--- config.mk ---
export PLATFORM = sky130hd
export DESIGN_NAME = i2s_frame_ctrl
export DESIGN_NICKNAME = d
export VERILOG_FILES = /design/src/rtl/i2s_pkg.sv /design/src/rtl/i2s_hold_buf.sv /design/src/rtl/i2s_frame_ctrl.sv
export SDC_FILE = /design/constraint.sdc
export NUM_CORES = 1
export LEC_CHECK = 0
export CORE_UTILIZATION = 42
export CTS_BUF_LIST = sky130_fd_sc_hd__clkbuf_4
export DETAILED_ROUTE_END_ITERATION = 6
export PLACE_DENSITY = 0.88
export SLEW_MARGIN = 10
export SYNTH_ARGS = -nofsm -noshare
export SYNTH_HDL_FRONTEND = slang
export SYNTH_SLANG_ARGS = --single-unit
--- constraint.sdc ---
create_clock -name sclk -period 2.01 [get_ports sclk]
set_input_delay 0.402 -clock sclk [delete_from_list [all_inputs] [get_ports sclk]]
set_output_delay 0.402 -clock sclk [all_outputs]
set_load 0.01 [all_outputs]
--- src/rtl/i2s_pkg.sv ---
// Shared types and helpers for the I2S frame sequencer and its holding buffer.
package i2s_pkg;

   typedef enum logic [1:0] {IDLE, SYNC, RUN, DRAIN} ctrl_state_t;

   localparam int DEF_WIDTH = 16;

   typedef struct packed {
      logic [DEF_WIDTH-1:0] left;
      logic [DEF_WIDTH-1:0] right;
   } sample_pair_t;

   function automatic int frame_len(input int width);
      return 2 * width;
   endfunction

endpackage

--- src/rtl/i2s_hold_buf.sv ---
// One-entry valid/ready holding register; ready is simply "not full" so the
// producer never sees a combinational path from the consumer side.
module i2s_hold_buf
   import i2s_pkg::*;
#(
   parameter int DW = 32
) (
   input  logic          sclk,
   input  logic          rst,
   input  logic          wr_valid,
   output logic          wr_ready,
   input  logic [DW-1:0] wr_data,
   input  logic          rd_en,
   output logic          full,
   output logic [DW-1:0] data
);

   logic          full_reg;
   logic [DW-1:0] data_reg;
   logic          wr_fire;

   assign wr_fire = wr_valid && !full_reg;

   // rd_en is only raised while full, so it can never race a write.
   always_ff @(posedge sclk or negedge rst) begin
      if (!rst) begin
         full_reg <= 1'b0;
         data_reg <= '0;
      end else begin
         if (wr_fire) begin
            data_reg <= wr_data;
            full_reg <= 1'b1;
         end else if (rd_en) begin
            full_reg <= 1'b0;
         end
      end
   end

   assign wr_ready = !full_reg;
   assign full     = full_reg;
   assign data     = data_reg;

endmodule

--- src/rtl/i2s_frame_ctrl.sv ---
// I2S frame sequencer: bit counter, Philips word select, playback/capture handshakes.
// Define I2S_UNDERRUN_MUTE_EN to send silence instead of repeating samples on underrun.
module i2s_frame_ctrl
   import i2s_pkg::*;
#(
   parameter  int WIDTH      = 16,
   parameter  int RX_CAP_CNT = 1,
   localparam int CNT_W      = $clog2(frame_len(WIDTH))
) (
   input  logic             sclk,
   input  logic             rst,
   input  logic             en,
   input  logic             clr_status,
   output logic             ws_out,
   output logic [CNT_W-1:0] bit_cnt,
   output logic             tx_load,
   output logic [WIDTH-1:0] tx_left,
   output logic [WIDTH-1:0] tx_right,
   input  logic [WIDTH-1:0] rx_left,
   input  logic [WIDTH-1:0] rx_right,
   input  logic             src_valid,
   output logic             src_ready,
   input  logic [WIDTH-1:0] src_left,
   input  logic [WIDTH-1:0] src_right,
   output logic             snk_valid,
   input  logic             snk_ready,
   output logic [WIDTH-1:0] snk_left,
   output logic [WIDTH-1:0] snk_right,
   output logic             underrun,
   output logic             overrun,
   output logic             running
);

   localparam logic [CNT_W-1:0] LAST = CNT_W'(frame_len(WIDTH) - 1);
   localparam logic [CNT_W-1:0] CAP  = CNT_W'(RX_CAP_CNT);

   ctrl_state_t        state_reg, state_next;
   logic [CNT_W-1:0]   cnt_reg, cnt_next;
   logic               ws_reg, ws_next;
   logic               load_reg, load_next;
   logic [WIDTH-1:0]   tx_left_reg, tx_right_reg;
   logic [WIDTH-1:0]   snk_left_reg, snk_right_reg;
   logic               snk_valid_reg;
   logic               underrun_reg, overrun_reg;
   logic               cnt_en, cap_en, load_en;
   logic               underrun_set, overrun_set;
   logic               hold_full;
   logic [2*WIDTH-1:0] hold_data;

   always_ff @(posedge sclk or negedge rst) begin
      if (!rst) state_reg <= IDLE;
      else      state_reg <= state_next;
   end

   always_comb begin
      state_next = state_reg;
      case (state_reg)
         IDLE:    if (en) state_next = SYNC;
         SYNC:    if (cnt_reg == LAST) state_next = en ? RUN : IDLE;
         RUN:     if (!en) state_next = DRAIN;
         DRAIN:   if (en) state_next = RUN;
                  else if (cnt_reg == LAST) state_next = IDLE;
         default: state_next = IDLE;
      endcase
   end

   // Load is decided from the upcoming state so DRAIN suppresses it and a re-enable does not.
   always_comb begin
      running = (state_reg == RUN);
      cnt_en  = (state_reg != IDLE);
      cap_en  = ((state_reg == RUN) || (state_reg == DRAIN)) && (cnt_reg == CAP);
      load_en = (state_next == SYNC) || (state_next == RUN);
   end

   assign cnt_next     = cnt_en ? ((cnt_reg == LAST) ? '0 : cnt_reg + 1'b1) : '0;
   assign ws_next      = (cnt_next >= CNT_W'(WIDTH - 1)) && (cnt_next <= CNT_W'(2*WIDTH - 2));
   assign load_next    = load_en && (cnt_next == LAST);
   assign underrun_set = load_next && !hold_full;
   assign overrun_set  = cap_en && snk_valid_reg && !snk_ready;

   i2s_hold_buf #(.DW(2*WIDTH)) u_hold (
      .sclk     (sclk),
      .rst      (rst),
      .wr_valid (src_valid),
      .wr_ready (src_ready),
      .wr_data  ({src_left, src_right}),
      .rd_en    (load_next && hold_full),
      .full     (hold_full),
      .data     (hold_data)
   );

   always_ff @(posedge sclk or negedge rst) begin
      if (!rst) begin
         cnt_reg       <= '0;
         ws_reg        <= 1'b0;
         load_reg      <= 1'b0;
         tx_left_reg   <= '0;
         tx_right_reg  <= '0;
         snk_left_reg  <= '0;
         snk_right_reg <= '0;
         snk_valid_reg <= 1'b0;
         underrun_reg  <= 1'b0;
         overrun_reg   <= 1'b0;
      end else begin
         cnt_reg  <= cnt_next;
         ws_reg   <= ws_next;
         load_reg <= load_next;
         if (load_next) begin
            if (hold_full) begin
               {tx_left_reg, tx_right_reg} <= hold_data;
            end
`ifdef I2S_UNDERRUN_MUTE_EN
            else begin
               tx_left_reg  <= '0;
               tx_right_reg <= '0;
            end
`endif
         end
         // A capture always wins over a same-cycle sink acceptance.
         if (cap_en) begin
            snk_left_reg  <= rx_left;
            snk_right_reg <= rx_right;
            snk_valid_reg <= 1'b1;
         end else if (snk_valid_reg && snk_ready) begin
            snk_valid_reg <= 1'b0;
         end
         underrun_reg <= underrun_set || (underrun_reg && !clr_status);
         overrun_reg  <= overrun_set  || (overrun_reg  && !clr_status);
      end
   end

   assign bit_cnt   = cnt_reg;
   assign ws_out    = ws_reg;
   assign tx_load   = load_reg;
   assign tx_left   = tx_left_reg;
   assign tx_right  = tx_right_reg;
   assign snk_valid = snk_valid_reg;
   assign snk_left  = snk_left_reg;
   assign snk_right = snk_right_reg;
   assign underrun  = underrun_reg;
   assign overrun   = overrun_reg;

endmodule

==> results.json, run 1 <==
{
  "fmax_mhz": 472.4,
  "drv_slew": 0,
  "core_um2": 9864,
  "total_power_mw": 7.253,
  "grt_max_degree": 49,
  "netlist_instances": 254,
  "clock-sinks": 109,
  "ys_seq_area_share_pct": 63.39,
  "vias": 2660,
  "p_leak_nw": 2.715,
  "via_per_inst": 4.733,
  "dieArea_um2": 10650,
  "end_kind": "register",
  "dp.final_hpwl_mm": 6.429,
  "root_buffer": "clkbuf_4",
  "synthDistinctLibCells": 30,
  "path_class": "reg -> reg",
  "dieHeight_um": 103.2,
  "h-tree-depth": 3,
  "hold_path.class": "in -> async",
  "dieWidth_um": 103.2,
  "std_cell_rows": 36,
  "ant_nets": 0,
  "layout-drive-gt1-share_pct": 35.66,
  "synth.largest_area_cell": "dfrtp_1",
  "cts_buffers": 9,
  "slowest_delay_ns": 0.47,
  "cap_violations": 0,
  "syn2layout_area_growth_pct": 46.26,
  "p_per_area_nw_per_um2": 1152,
  "wl_mm": 8.885,
  "initial_core_util_pct": 43.62,
  "crit_chain": "ha_4 > and3_4 > ha_4 > o21bai_4 > and2_1 > and4_4 > clkbuf_16 > mux2_4",
  "grt_pass1_wl_mm": 13.99,
  "clock_latency_ns": 0.44,
  "crit_top_cell": "ha_4",
  "period_share_pct": 105.3,
  "syn-num-nets": 327,
  "fin_ws_ns": -0.1067,
  "grt_usage_pct": 17.35,
  "skew_ns": 0.02177,
  "slew_headroom_pct": 72.42,
  "finalSetupViolCount": 32,
  "period_minus_slack_ns": 2.117,
  "globalRouteOverflowTotal": 0,
  "hold_violations": 0,
  "wl_per_cell_um": 15.81,
  "clockBufferDepth": 2,
  "io_buffers": 145,
  "worst_path_max_delay_cell": "dfrtp_2",
  "ys_top_cells_by_area": "dfrtp_1, mux2_2, mux2_4, buf_12, ha_1",
  "boundaryPins": 146,
  "cts_tree": "yes",
  "required_ns": 2.35,
  "design_area_um2": 6294,
  "num_antenna_cells": 0,
  "drt_iter0_drc": 33,
  "status": "complete, but fails checks",
  "yosys_warnings": 0,
  "first_pass_iters": 4,
  "async_flop_share_pct": 100.0,
  "synth-seq-cells": 109,
  "crit_path_start_kind": "register",
  "drc": 0,
  "rsz0062_at_grt": "yes",
  "yosys_most_used_dff": "dfrtp_1",
  "worst_pin_slew_ns": 0.4136,
  "placed_area_um2": 6050,
  "crit_fanout": 6,
  "largest_reg_flops": 32,
  "clk_pin_slew_ns": 0.17,
  "violations": "negative setup slack",
  "regArea_um2": 2733,
  "finalWeightedCongestion": 0.8489,
  "worstPathArrival_ns": 2.46,
  "syn_area_um2": 4303,
  "syn_area_per_cell_um2": 16.94,
  "fillers": 692,
  "vdd_drop_max_mv": 0.6378,
  "grt_pass1_vias": 2867,
  "synth_edf_count": 0,
  "antenna_found_initial": 0,
  "multi_input_area_um2": 1506,
  "synth_top_area_share_pct": 63.39,
  "nets": 497
}
==> path summary, 6_finish.rpt <==
kind | slack [ns] | start | endpoint | cells after the start
worst max-delay path | -0.11 | bit_cnt[1] | tx_right[12] | 8
worst min-delay path | 0.38 | rst | tx_left[0] | 2
worst max register to register | -0.11 | bit_cnt[1] | tx_right[12] | 8
worst min register to register | 0.50 | u_hold.data[8] | tx_right[8] | 1
max in group asynchronous | 1.06 | rst | u_hold.data[28] | 3
min in group sclk | 0.50 | u_hold.data[8] | tx_right[8] | 1
==> kinds of logic (layout without fill, tap and decap cells) <==
group / Yosys count / after routing / share of synthesized area (%)
muxes: 98 / 98 / 28.26
AOI/OAI and AO/OA: 5 / 5 / 0.7560
xor gates and xnor gates: 3 / 3 / 0.6108
DFF: 109 / 109 / 63.39
and+or+nand+nor: 20 / 20 / 3.257
adders and majority gates: 3 / 3 / 0.8724
buffers and inverters: 16 / 191 / 2.850
==> area by class of cell <==
class / instances / area share [%]
timing repair buffer: 170 / 27.59
clock inverter: 7 / 1.034
tap: 133 / 2.644
sequential: 109 / 43.42
clock buffer: 9 / 1.074
inverter: 5 / 0.2982
multi-input combinational: 129 / 23.94
==> synth_stat cells (2+ instances only) <==
master and n:
nor2b_1 2, buf_2 5, mux2_2 68, nand2_1 4, o22ai_1 2, ha_1 3, inv_1 5, xnor2_1 2
clkbuf_1 2, mux2_4 30, buf_12 3, dfrtp_1 109, nor3_1 2
==> power breakdown <==
| group | leakage (nW) | switching, mW | internal (mW) |
|---|---|---|---|
| Clock | 0.0710 | 0.742 | 0.286 |
| Combinational | 1.29 | 0.964 | 1.83 |
| Sequential | 1.36 | 0.438 | 2.99 |
| Total | 2.72 | 2.14 | 5.11 |
==> repair_timing <==
item	in CTS	in global routing
hold buffers	1	0
pin swaps	1	1
buffers inserted	5	0
endpoints found under the hold margin	22	0
gates cloned	1	1
resized for setup	6	1
setup endpoints to repair	34	32
==> per-layer routing <==
layer	track usage (%)	wire length, µm	vias to the layer above
li1	-	-	1226
met1	21.91	3779	1314
met2	27.95	4271	107
met3	5.376	685	13
met4	7.042	149	0
met5	0	0	-
==> placed cells by master, fill, tap and decap left out, drive strengths merged, types with 2 or more instances in the layout <==
master,Yosys,routed
clkdlybuf4s50,0,142
dfrtp,109,109
mux2,98,98
buf,9,24
clkbuf,2,10
inv,5,9
nand2,4,4
nor3,3,3
nor2b,3,3
ha,3,3
xnor2,2,2
o22ai,2,2
clkinv,0,2
dlygate4sd2,0,2
nor2,2,2
==> critical path: cells and delay by family (launching register included) <==
kind,cells,cell delay (ns)
buffers and inverters,1,0.19
adder cells (fa/ha/maj),2,0.35
AND/OR/NAND/NOR,3,0.60
flip-flops,1,0.47
AO/OA/AOI/OAI,1,0.12
multiplexers,1,0.29
==> metrics by stage <==
| stage | worst slack [ns] | instances | util, % | setup TNS [ns] | hold WS, ns |
|---|---|---|---|---|---|
| global route | -0.1653 | 562 | 63.80 | -4.473 | 0.3947 |
| finish | -0.1067 | 562 | 63.80 | -2.530 | 0.3849 |
| detailed placement | -0.1311 | 538 | 61.33 | -3.600 | 0.3317 |
| global placement | -0.04931 | 538 | 61.33 | -1.196 | 0.3261 |
| floorplan | -0.07602 | 254 | - | -2.281 | 0.1064 |
| CTS | -0.1374 | 561 | 63.55 | -3.191 | 0.3546 |
Power figures use the tool's default switching activity.
==> run 2, diff against run 1 <==
--- a/config.mk
+++ b/config.mk
@@ -9,5 +9,5 @@
 export CTS_BUF_LIST = sky130_fd_sc_hd__clkbuf_4
 export DETAILED_ROUTE_END_ITERATION = 6
-export PLACE_DENSITY = 0.88
+export PLACE_DENSITY = 0.87
 export SLEW_MARGIN = 10
 export SYNTH_ARGS = -nofsm -noshare
==> constraint.sdc (replaced) <==
create_clock -name sclk -period 2.01 [get_ports sclk]
set_input_delay 0.5025 -clock sclk [delete_from_list [all_inputs] [get_ports sclk]]
set_output_delay 0.5025 -clock sclk [all_outputs]
set_load 0.01 [all_outputs]
==> run 2 against run 1 <==
The flow still finishes with violations (negative setup slack). Die area did not move. Clock power up 11%. Maximum frequency fell by 0.20%. Hold slack improved by 0.11 ns. Utilization shrank 0.14 points. Largest cell class unchanged. Highest routed layer unchanged.
==> results.json, run 2 (synthesis results as in run 1) <==
{
  "largest_reg_flops": 32,
  "end_kind": "register",
  "cts_tree": "yes",
  "dp.final_hpwl_mm": 6.354,
  "ant_nets": 0,
  "globalRouteOverflowTotal": 0,
  "cap_violations": 0,
  "status": "complete, but fails checks",
  "vdd_drop_max_mv": 0.6873,
  "wl_per_cell_um": 15.72,
  "layout-drive-gt1-share_pct": 35.43,
  "violations": "negative setup slack",
  "clk_pin_slew_ns": 0.18,
  "vias": 2669,
  "min_from": "u_hold.data[25]",
  "period_minus_slack_ns": 2.121,
  "drt_iter0_drc": 59,
  "total_power_mw": 7.335,
  "grt_max_degree": 56,
  "slew_headroom_pct": 70.39,
  "clock_latency_ns": 0.44,
  "cts_buffers": 9,
  "io_buffers": 145,
  "layout_commonest_cell": "clkdlybuf4s50_1",
  "p_leak_nw": 2.741,
  "period_share_pct": 105.5,
  "holdPathStages": 1,
  "post-route-util_pct": 63.66,
  "finalWeightedCongestion": 0.7525,
  "clockBufferDepth": 2,
  "required_ns": 2.33,
  "antenna_found_initial": 0,
  "wl_mm": 8.837,
  "reg2reg_to": "tx_right[6]",
  "crit_path_start_kind": "register",
  "worst_pin_slew_ns": 0.4442,
  "root_buffer": "clkbuf_4",
  "initial_core_util_pct": 43.62,
  "drc": 0,
  "grt_pass1_vias": 2863,
  "reg2regPathDepth": 8,
  "core_um2": 9864,
  "grt_pass1_wl_mm": 13.64,
  "hold_path.class": "reg -> reg",
  "drv_slew": 0,
  "via_per_inst": 4.749,
  "h-tree-depth": 3,
  "num_antenna_cells": 0,
  "fmax_mhz": 471.5,
  "reg2reg_from": "bit_cnt[0]",
  "clock-sinks": 109,
  "path_class": "reg -> reg",
  "syn2layout_area_growth_pct": 45.94,
  "worstPathArrival_ns": 2.44,
  "crit_fanout": 10,
  "dieHeight_um": 103.2,
  "nets": 497,
  "first_pass_iters": 4,
  "layout_common_cells": "clkdlybuf4s50_1, dfrtp_1, mux2_2",
  "fin_ws_ns": -0.1110,
  "dieArea_um2": 10650,
  "dieWidth_um": 103.2,
  "hold_violations": 0,
  "min_to": "tx_left[9]",
  "rsz0062_at_grt": "yes",
  "grt_usage_pct": 17.01,
  "fin_tns_setup_ns": -2.679,
  "boundaryPins": 146,
  "p_per_area_nw_per_um2": 1168,
  "ff2ff_setup_slack_ns": -0.11,
  "std_cell_rows": 36,
  "skew_ns": 0.02555,
  "finalSetupViolCount": 31
}
[run 2: where the power goes]
part	switching (mW)	leakage [nW]	total [mW]	internal, mW
Combinational	0.950	1.30	2.75	1.80
Clock	0.732	0.0833	1.14	0.403
Sequential	0.450	1.36	3.45	3.00
Total	2.13	2.74	7.34	5.20
[run 2: cell type report]
type	count	area, µm²
fill	719	3585
sequential	109	2733
timing repair buffer	170	1707
multi-input combinational	129	1506
tap	133	166.4
clock inverter	7	81.33
clock buffer	9	67.56
inverter	5	18.77
[run 2: repair_timing]
action                                  in CTS  in global routing
pin swaps                                    0                  0
hold buffers                                 1                  0
cloned                                       0                  1
endpoints found under the setup margin      39                 33
resized for setup                            8                  3
setup buffers                                3                  2
endpoints found under the hold margin       29                  0
[run 2: per-stage QoR]
| step | worst slack (ns) | cell area (µm²) | hold WS (ns) | instances |
|---|---|---|---|---|
| finish | -0.1110 | 6280 | 0.4992 | 562 |
| global route | -0.1830 | 6280 | 0.5255 | 562 |
| CTS | -0.1580 | 6226 | 0.5019 | 559 |
| detailed placement | -0.2110 | 6045 | 0.4749 | 539 |
| global placement | -0.1748 | 6045 | 0.4622 | 539 |
| floorplan | -0.07602 | 4340 | 0.2069 | 254 |
[run 2: worst max-delay path, stage by stage, from the launching register on]
cell and delay, ns:
dfrtp_2 0.47, ha_4 0.17, and3_4 0.15, ha_4 0.17, o21bai_4 0.11, and2_0 0.13
and4_4 0.33, buf_12 0.17, mux2_4 0.30
[run 2: layer usage]
metal  routed length, µm  part of all wire [%]  global-route usage (%)  vias to the layer above
li1                    -                     -                       -                     1237
met1                3708                    42                   20.64                     1320
met2                4389                    50                   29.18                      101
met3                 617                   7.0                   4.704                       11
met4                 121                   1.4                   6.176                        0
met5                   0                     0                       0                        -
[run 2: worst max path at each step]
stage               startpoint     endpoint  slack [ns]
floorplan           bit_cnt[0]   tx_left[0]       -0.08
global placement            en   tx_left[7]       -0.17
detailed placement          en  tx_left[13]       -0.21
CTS                 bit_cnt[0]   tx_left[8]       -0.16
global route        bit_cnt[0]  tx_right[2]       -0.18
finish              bit_cnt[0]  tx_right[6]       -0.11
